`src/rtl/rice_core_div_sequencer.sv`:
```
// ============================================================================
//  Module   : rice_core_div_sequencer
//  Purpose  : Iterative radix-2 restoring divider (RV32M DIV/DIVU/REM/REMU).
//  Revision : 1.0
// ============================================================================
`default_nettype none

module rice_core_div_sequencer #(
   parameter int XLEN = 32
) (
   input  logic            i_clk,
   input  logic            i_rst,
   input  logic            i_flush,
   input  logic            i_valid,
   output logic            o_ready,
   input  logic [3:0]      i_operation,
   input  logic [XLEN-1:0] i_rs1,
   input  logic [XLEN-1:0] i_rs2,
   output logic            o_valid,
   input  logic            i_ready,
   output logic [XLEN-1:0] o_result
);

   localparam int C_CNT_W = $clog2(XLEN);

   typedef enum logic [1:0] {
      S_IDLE = 2'd0,
      S_CALC = 2'd1,
      S_DONE = 2'd2
   } state_t;

   state_t              r_state;
   state_t              w_state_next;
   logic [C_CNT_W-1:0]  r_count;
   logic [XLEN-1:0]     r_rem;
   logic [XLEN-1:0]     r_quo;
   logic [XLEN-1:0]     r_dvs;
   logic                r_is_rem;
   logic                r_neg_q;
   logic                r_neg_r;
   logic [XLEN-1:0]     r_result;

   // Operation is one-hot {div,divu,rem,remu}; priority encoding, zero -> divu
   logic w_op_signed;
   logic w_op_rem;
   assign w_op_signed = i_operation[3] | (~i_operation[2] & i_operation[1]);
   assign w_op_rem    = ~i_operation[3] & ~i_operation[2] &
                        (i_operation[1] | i_operation[0]);

   logic            w_neg1;
   logic            w_neg2;
   logic [XLEN-1:0] w_abs1;
   logic [XLEN-1:0] w_abs2;
   logic            w_div_zero;
   logic            w_ovf;
   logic            w_accept;

   assign w_neg1     = w_op_signed & i_rs1[XLEN-1];
   assign w_neg2     = w_op_signed & i_rs2[XLEN-1];
   assign w_abs1     = w_neg1 ? -i_rs1 : i_rs1;
   assign w_abs2     = w_neg2 ? -i_rs2 : i_rs2;
   assign w_div_zero = (i_rs2 == '0);
   assign w_ovf      = w_op_signed && (i_rs1 == {1'b1, {(XLEN-1){1'b0}}}) &&
                       (i_rs2 == '1);
   assign w_accept   = (r_state == S_IDLE) && i_valid && !i_flush;

   // Shifted partial remainder needs one extra bit: with a large unsigned
   // divisor, 2*rem+1 can exceed XLEN bits before the trial subtract.
   logic [XLEN:0]   w_shift;
   logic            w_ge;
   logic [XLEN-1:0] w_diff;
   logic [XLEN-1:0] w_rem_next;
   logic [XLEN-1:0] w_quo_next;
   logic [XLEN-1:0] w_q_fix;
   logic [XLEN-1:0] w_r_fix;
   logic            w_last;

   assign w_shift    = {r_rem, r_quo[XLEN-1]};
   assign w_ge       = (w_shift >= {1'b0, r_dvs});
   assign w_diff     = w_shift[XLEN-1:0] - r_dvs;
   assign w_rem_next = w_ge ? w_diff : w_shift[XLEN-1:0];
   assign w_quo_next = {r_quo[XLEN-2:0], w_ge};
   assign w_q_fix    = r_neg_q ? -w_quo_next : w_quo_next;
   assign w_r_fix    = r_neg_r ? -w_rem_next : w_rem_next;
   assign w_last     = (r_count == C_CNT_W'(XLEN-1));

   always_comb begin
      w_state_next = r_state;
      case (r_state)
         S_IDLE: if (w_accept) w_state_next = (w_div_zero || w_ovf) ? S_DONE : S_CALC;
         S_CALC: if (w_last)   w_state_next = S_DONE;
         S_DONE: if (i_ready)  w_state_next = S_IDLE;
         default:              w_state_next = S_IDLE;
      endcase
      if (i_flush) w_state_next = S_IDLE;
   end

   always_ff @(posedge i_clk) begin
      if (i_rst) begin
         r_state  <= S_IDLE;
         r_count  <= '0;
         r_rem    <= '0;
         r_quo    <= '0;
         r_dvs    <= '0;
         r_is_rem <= 1'b0;
         r_neg_q  <= 1'b0;
         r_neg_r  <= 1'b0;
         r_result <= '0;
      end else begin
         r_state <= w_state_next;
         if (w_accept) begin
            r_count  <= '0;
            r_rem    <= '0;
            r_quo    <= w_abs1;
            r_dvs    <= w_abs2;
            r_is_rem <= w_op_rem;
            r_neg_q  <= w_neg1 ^ w_neg2;
            r_neg_r  <= w_neg1;
            if (w_div_zero)
               r_result <= w_op_rem ? i_rs1 : '1;
            else if (w_ovf)
               r_result <= w_op_rem ? '0 : i_rs1;
         end else if (r_state == S_CALC && !i_flush) begin
            r_rem   <= w_rem_next;
            r_quo   <= w_quo_next;
            r_count <= r_count + C_CNT_W'(1);
            if (w_last)
               r_result <= r_is_rem ? w_r_fix : w_q_fix;
         end
      end
   end

   assign o_ready  = (r_state == S_IDLE);
   assign o_valid  = (r_state == S_DONE);
   assign o_result = r_result;

endmodule

`default_nettype wire

```
`config.mk`:
```
export PLATFORM = sky130hd
export DESIGN_NAME = rice_core_div_sequencer
export DESIGN_NICKNAME = d
export VERILOG_FILES = /design/src/rtl/rice_core_div_sequencer.sv
export SDC_FILE = /design/constraint.sdc
export NUM_CORES = 1
export LEC_CHECK = 0
export BUFFER_PORTS_ARGS = -buffer_cell sky130_fd_sc_hd__buf_2
export CORE_AREA = 2 2 148 150
export DETAILED_ROUTE_END_ITERATION = 12
export DIE_AREA = 0 0 150 152
export GPL_TIMING_DRIVEN = 0
export PLACE_DENSITY = 0.81
export SLEW_MARGIN = 20
export SYNTH_ARGS = -nofsm -noshare
export SYNTH_HDL_FRONTEND = slang
export SYNTH_SLANG_ARGS = --single-unit
```
`constraint.sdc`:
```
create_clock -name i_clk -period 4.3 [get_ports i_clk]
set_input_delay 0.86 -clock i_clk [delete_from_list [all_inputs] [get_ports i_clk]]
set_output_delay 0.86 -clock i_clk [all_outputs]
set_load 0.005 [all_outputs]
```
# Word-level counts from Yosys, hierarchy flattened
# Index checks and enable logic that the tools add are counted.
[classes]
add_sub_neg = 6
order_cmp = 1
eq_ne = 9
n_mux = 20
bitwise = 10
n_reduce_logical = 15
[ops]
columns = ["cell", "n"]
rows = [
  ["$mux W32", 15],
  ["$neg A32 Y32", 4],
  ["$eq A32 B32 Y1 const B", 2],
  ["$ge A33 B32 Y1", 1],
  ["$logic_not A32 Y1", 1],
  ["$sub A32 B32 Y32", 1],
  ["$mux W2", 4],
  ["$pmux W2 S3", 1],
  ["$reduce_and A3 Y1", 2],
  ["$add A5 B1 Y5 const B", 1],
  ["$and A1 B1 Y1", 5],
  ["$eq A5 B5 Y1 const B", 1],
  ["$logic_and A1 B1 Y1", 5],
  ["$ne A2 B1 Y1 const B", 2],
  ["$reduce_bool A2 Y1", 2],
  ["$reduce_or A2 Y1", 2],
  ["$ne A3 B3 Y1 const B", 1],
  ["$eq A2 B1 Y1 const B", 1],
  ["$eq A2 B2 Y1 const B", 1],
  ["$logic_not A2 Y1", 1],
  ["$ne A2 B2 Y1 const B", 1],
  ["$not A1 Y1", 2],
  ["$or A1 B1 Y1", 2],
  ["$logic_not A1 Y1", 1],
  ["2 further kinds", 2],
]
[word_totals]
regBits = 138
in_bits = 73
out_inout_bits = 34
wordCells = 70

# Longest topological paths before layout
[logic_depth]
word_depth = 9
ltp_mapped = 23
ltp_nobuf = 19

# Worst setup path after synthesis
# OpenSTA, ideal clock, no wires.
[synth_timing]
kind = "flip-flop to flip-flop"
start = "register r_dvs[14]"
end = "register r_result[30], in the netlist o_result[30]"
setup_time_ns = 0.123
t_arrival_ns = 4.397
t_required_ns = 4.177
path_slack_ns = -0.219
stages_incl_launch_ff = 21
n_path_buf = 4
period_less_slack_ns = 4.519
path_cell_list = "dfxtp_1 -> inv_1 -> ha_1 -> buf_2 -> nand4_1 -> or2_1 -> a2111oi_4 -> o211ai_2 -> nand2_2 -> buf_4 -> buf_2 -> buf_2 -> mux2i_1 -> ha_1 -> nand4b_1 -> or4_1 -> a21oi_1 -> nand2b_1 -> o31ai_1 -> xor2_1 -> o31ai_1"
[synth_between]
elab_chain_cells = 8
word_cells_on_any_way = 11
classes_between = "add/sub: 3; order compare: 1; mux: 7"
[synth_lines]
columns = ["item", "line", "source"]
rows = [
  ["start: declaration", "37", "logic [XLEN-1:0] r_dvs;"],
  ["start signal: assignment", "115", "r_dvs <= w_abs2;"],
  ["$sub A32 B32 Y32 or $ge A33 B32 Y1 (tied branches)", "80, 79", ""],
  ["$mux W32", "81", "assign w_rem_next = w_ge ? w_diff : w_shift[XLEN-1:0];"],
  ["$neg A32 Y32", "84", "assign w_r_fix = r_neg_r ? -w_rem_next : w_rem_next;"],
  ["$mux W32", "84", ""],
  ["$mux W32 *", "128", "r_result <= r_is_rem ? w_r_fix : w_q_fix;"],
  ["$mux W32 *", "127", "if (w_last)"],
  ["$mux W32 *", "123", "end else if (r_state == S_CALC && !i_flush) begin"],
  ["$mux W32 *", "111", "if (w_accept) begin"],
  ["end signal: assignment", "120", "r_result <= w_op_rem ? i_rs1 : '1;"],
  ["end signal: assignment", "122", "r_result <= w_op_rem ? '0 : i_rs1;"],
  ["end signal: assignment", "128", ""],
  ["end: declaration", "41", "logic [XLEN-1:0] r_result;"],
]
# Mark *: on every way between the ends. The rest lies on a longest branch, timed or not. The select of a mux whose other input is x is not followed.
# A chain may end at the register's enable or synchronous reset.

# Worst setup path after layout
[layout_timing]
start = "register r_dvs[10]"
end = "register r_result[26], in the netlist o_result[26]"
# The elaborated chain is that of the path after synthesis.

==> results.toml <==
[run_status]
status = "finished with violations"
violations = "negative setup slack"

[critical_path]
start_kind = "flop"
r2r_cells = 20
rrSetupSlack_ns = -0.07
crit_fanout = 8
required_ns = 4.59
reg2reg_from = "r_dvs[10]$_SDFFE_PP0P_"
r2r-end = "o_result[26]$_SDFFE_PP0P_"
cp-end-kind = "flop"
worstSetupPathType = "reg2reg"
cp.arrival_ns = 4.66

[logic_synthesis]
yosysTopAreaCellShare_pct = 23.9
ys_ff_latch = 138
postSynthCellCount = 1590
ys_seq_area_share_pct = 23.9
synth.distinct_cells = 95
netlist_top_cells_area = "dfxtp_1, nor2_1, a21oi_1"
yosys_warnings = 0
yosysTopAreaCell = "dfxtp_1"
async_flop_share_pct = 0
synth_edf_count = 0
synth_flop_cell = "dfxtp_1"
syn_avg_cell_area_um2 = 7.26
syn_nets = 1703
netlist_area_mm2 = 0.0115

[layout]
final_common_cell = "nor2_1"
nNetsFinal = 1881
fillers = 1854
mostFrequentLayoutCells = "nor2_1, nand2_1, a21oi_1"
drive_gt1_share_pct = 20.2
design_area_mm2 = 0.0143
syn_to_final_growth_pct = 23.8
diodes = 0

[global_route]
grt_pass1_wl_um = 69900
grt_use_total_pct = 39.2
antenna_found_initial = 0
grt_overflow_total = 0
grt_start_max_net_pins = 17
grt_pass1_vias = 12500

[min_path]
holdPathEnd = "o_result[12]$_SDFFE_PP0P_"
holdPathStages = 2
hp-start = "o_result[12]$_SDFFE_PP0P_"
hp-class = "reg2reg"

[placed_design]
gp_congestion = 1.02
port-buffer-count = 106
hpwl_um = 34500
place_area_mm2 = 0.0125
dp_slack_ns = -1.48

[floorplanning]
start_util_pct = 54.0
die_y_um = 152
fp.dieW_um = 150
fp.coreArea_mm2 = 0.0214
io_pins = 107
dieArea_mm2 = 0.0228
rows = 54

[timing]
fin_crit_sh_pct = 102
slew_headroom_pct = 34.1
slew_violations = 0
max_freq_ghz = 0.229
fin_setup_tns_ns = -0.250
finalHoldViolCount = 0
timing.final.ws_setup_ns = -0.0687
clock_skew_ns = 0.00851
setup_violations = 6
fin_hold_ws_ns = 0.458
rsz0062_at_grt = "yes"
tightest_slew_ns = 0.989
min_period_ns = 4.37

[power_and_ir_drop]
total_power_mw = 4.72
ir_worst_vdd_uv = 262
p_leak_nw = 5.35
power.density_mw_per_mm2 = 330

[detailed_routing]
drc = 0
vias = 13900
drt_wl_total_um = 46600
drtIter0Drc = 2282
dr.pass1.iters = 8
wl_per_cell_um = 22.7
via_per_inst = 6.75
ant_nets = 0

[clocking]
cts_root_buf = "clkbuf_16"
cts_tree = "yes"
cts_hold_buf = 0
cts-buffers-inserted = 17
clkLatencyLatePin_ns = 0.43
clkTransAtPathRegs_ns = 0.06
numClockSinks = 138
htreeDepth = 4
clockBufferDepth = 2

[flow_run]
drv_cap = 0
## cell usage after synthesis, types with 7 or more instances
master,count
nor2_1,211
nand2_1,172
dfxtp_1,138
a21oi_1,129
clkbuf_1,78
o21ai_0,72
a211oi_1,71
xnor2_1,69
xor2_1,67
inv_1,56
nor3_1,49
ha_1,39
a311oi_1,34
nand4_1,29
o31ai_1,22
or3_1,22
nor4_1,20
a31oi_1,19
mux2i_1,19
nand3_1,19
a21o_1,17
buf_2,16
and3_1,13
or4_1,13
o41ai_1,12
o211ai_1,11
o21a_1,11
o21ai_1,10
buf_1,9
nand2b_1,8
nor2b_1,7
## final cells by class
| type | instances | area [um2] | area share [%] |
|---|---|---|---|
| Multi-Input combinational cell | 1289 | 8830 | 61.8 |
| Sequential cell | 138 | 2800 | 19.6 |
| Timing Repair Buffer | 163 | 971 | 6.79 |
| Buffer | 102 | 523 | 3.66 |
| Clock buffer | 20 | 457 | 3.20 |
| Tap cell | 280 | 350 | 2.45 |
| Inverter | 57 | 226 | 1.58 |
| Clock inverter | 10 | 141 | 0.989 |
## logic make-up after synthesis
group | Yosys count | share of synthesized area (%)
buffers and inverters | 163 | 5.64
flip-flops | 138 | 23.9
multiplexers | 20 | 1.77
adder cells (fa/ha/maj) | 41 | 4.49
AO/OA/AOI/OAI | 491 | 29.5
AND/OR/NAND/NOR | 601 | 24.4
XOR/XNOR | 136 | 10.3
## worst max path at each step
stage | slack, ns | from | cells after the start | end
finish | -0.07 | r_dvs[10]$_SDFFE_PP0P_ | 20 | o_result[26]$_SDFFE_PP0P_
CTS | -0.13 | r_dvs[13]$_SDFFE_PP0P_ | 19 | o_result[28]$_SDFFE_PP0P_
global route | -0.15 | r_dvs[10]$_SDFFE_PP0P_ | 20 | o_result[26]$_SDFFE_PP0P_
floorplan | 0.006 | r_rem[3]$_SDFFE_PP0P_ | 19 | o_result[14]$_SDFFE_PP0P_
global placement | -1.47 | r_rem[17]$_SDFFE_PP0P_ | 19 | o_result[26]$_SDFFE_PP0P_
detailed placement | -1.48 | r_rem[17]$_SDFFE_PP0P_ | 19 | o_result[26]$_SDFFE_PP0P_
## metal layers
metal	wire [um]	global-route usage, %	share of wire (%)	up-vias
li1	-	-	-	6175
met1	18200	53.6	39	6469
met2	20000	58.6	43	1034
met3	6060	9.28	13	215
met4	2340	16.9	5.0	0
met5	0	0	0	-
## flip-flops by register name, indices dropped and copies added (netlist names)
name,cells
r_dvs,32
r_is_rem,1
r_quo,32
r_state,2
r_neg_q,1
r_count,5
r_rem,32
r_neg_r,1
o_result,32
## through the flow
stage	std cells	utilization (%)
5_1_grt	2059	66.9
3_5_place_dp	1976	58.5
2_1_floorplan	1590	-
6_report	2059	66.9
3_3_place_gp	1976	58.5
4_1_cts	2033	64.7
## worst max-delay path: stages, from the launching register on
cell and delay, ns:
dfxtp_2 0.35, inv_4 0.06, ha_4 0.27, buf_6 0.12
nand4_1 0.28, nor4_4 0.40, a21o_1 0.23, a221oi_4 0.12
nand2_4 0.14, buf_12 0.14, mux2i_4 0.26, ha_4 0.18
nand4b_1 0.14, or4_4 0.52, buf_6 0.14, a21oi_4 0.21
nand2b_4 0.12, buf_6 0.13, o21ai_2 0.12, xnor2_1 0.18
a21oi_1 0.11
## where the power goes
part / switching [mW] / internal [mW]
Combinational: 1.10 / 0.690
Clock: 0.601 / 0.939
Sequential: 0.0612 / 1.33
Total: 1.76 / 2.96
## timing repair
action                     4_1_cts  5_1_grt
buffers inserted                30       27
pin swaps                       27       35
resized for setup              128       63
setup endpoints to repair       29       21
cloned                           0        1
(Power assumes the default switching activity.)
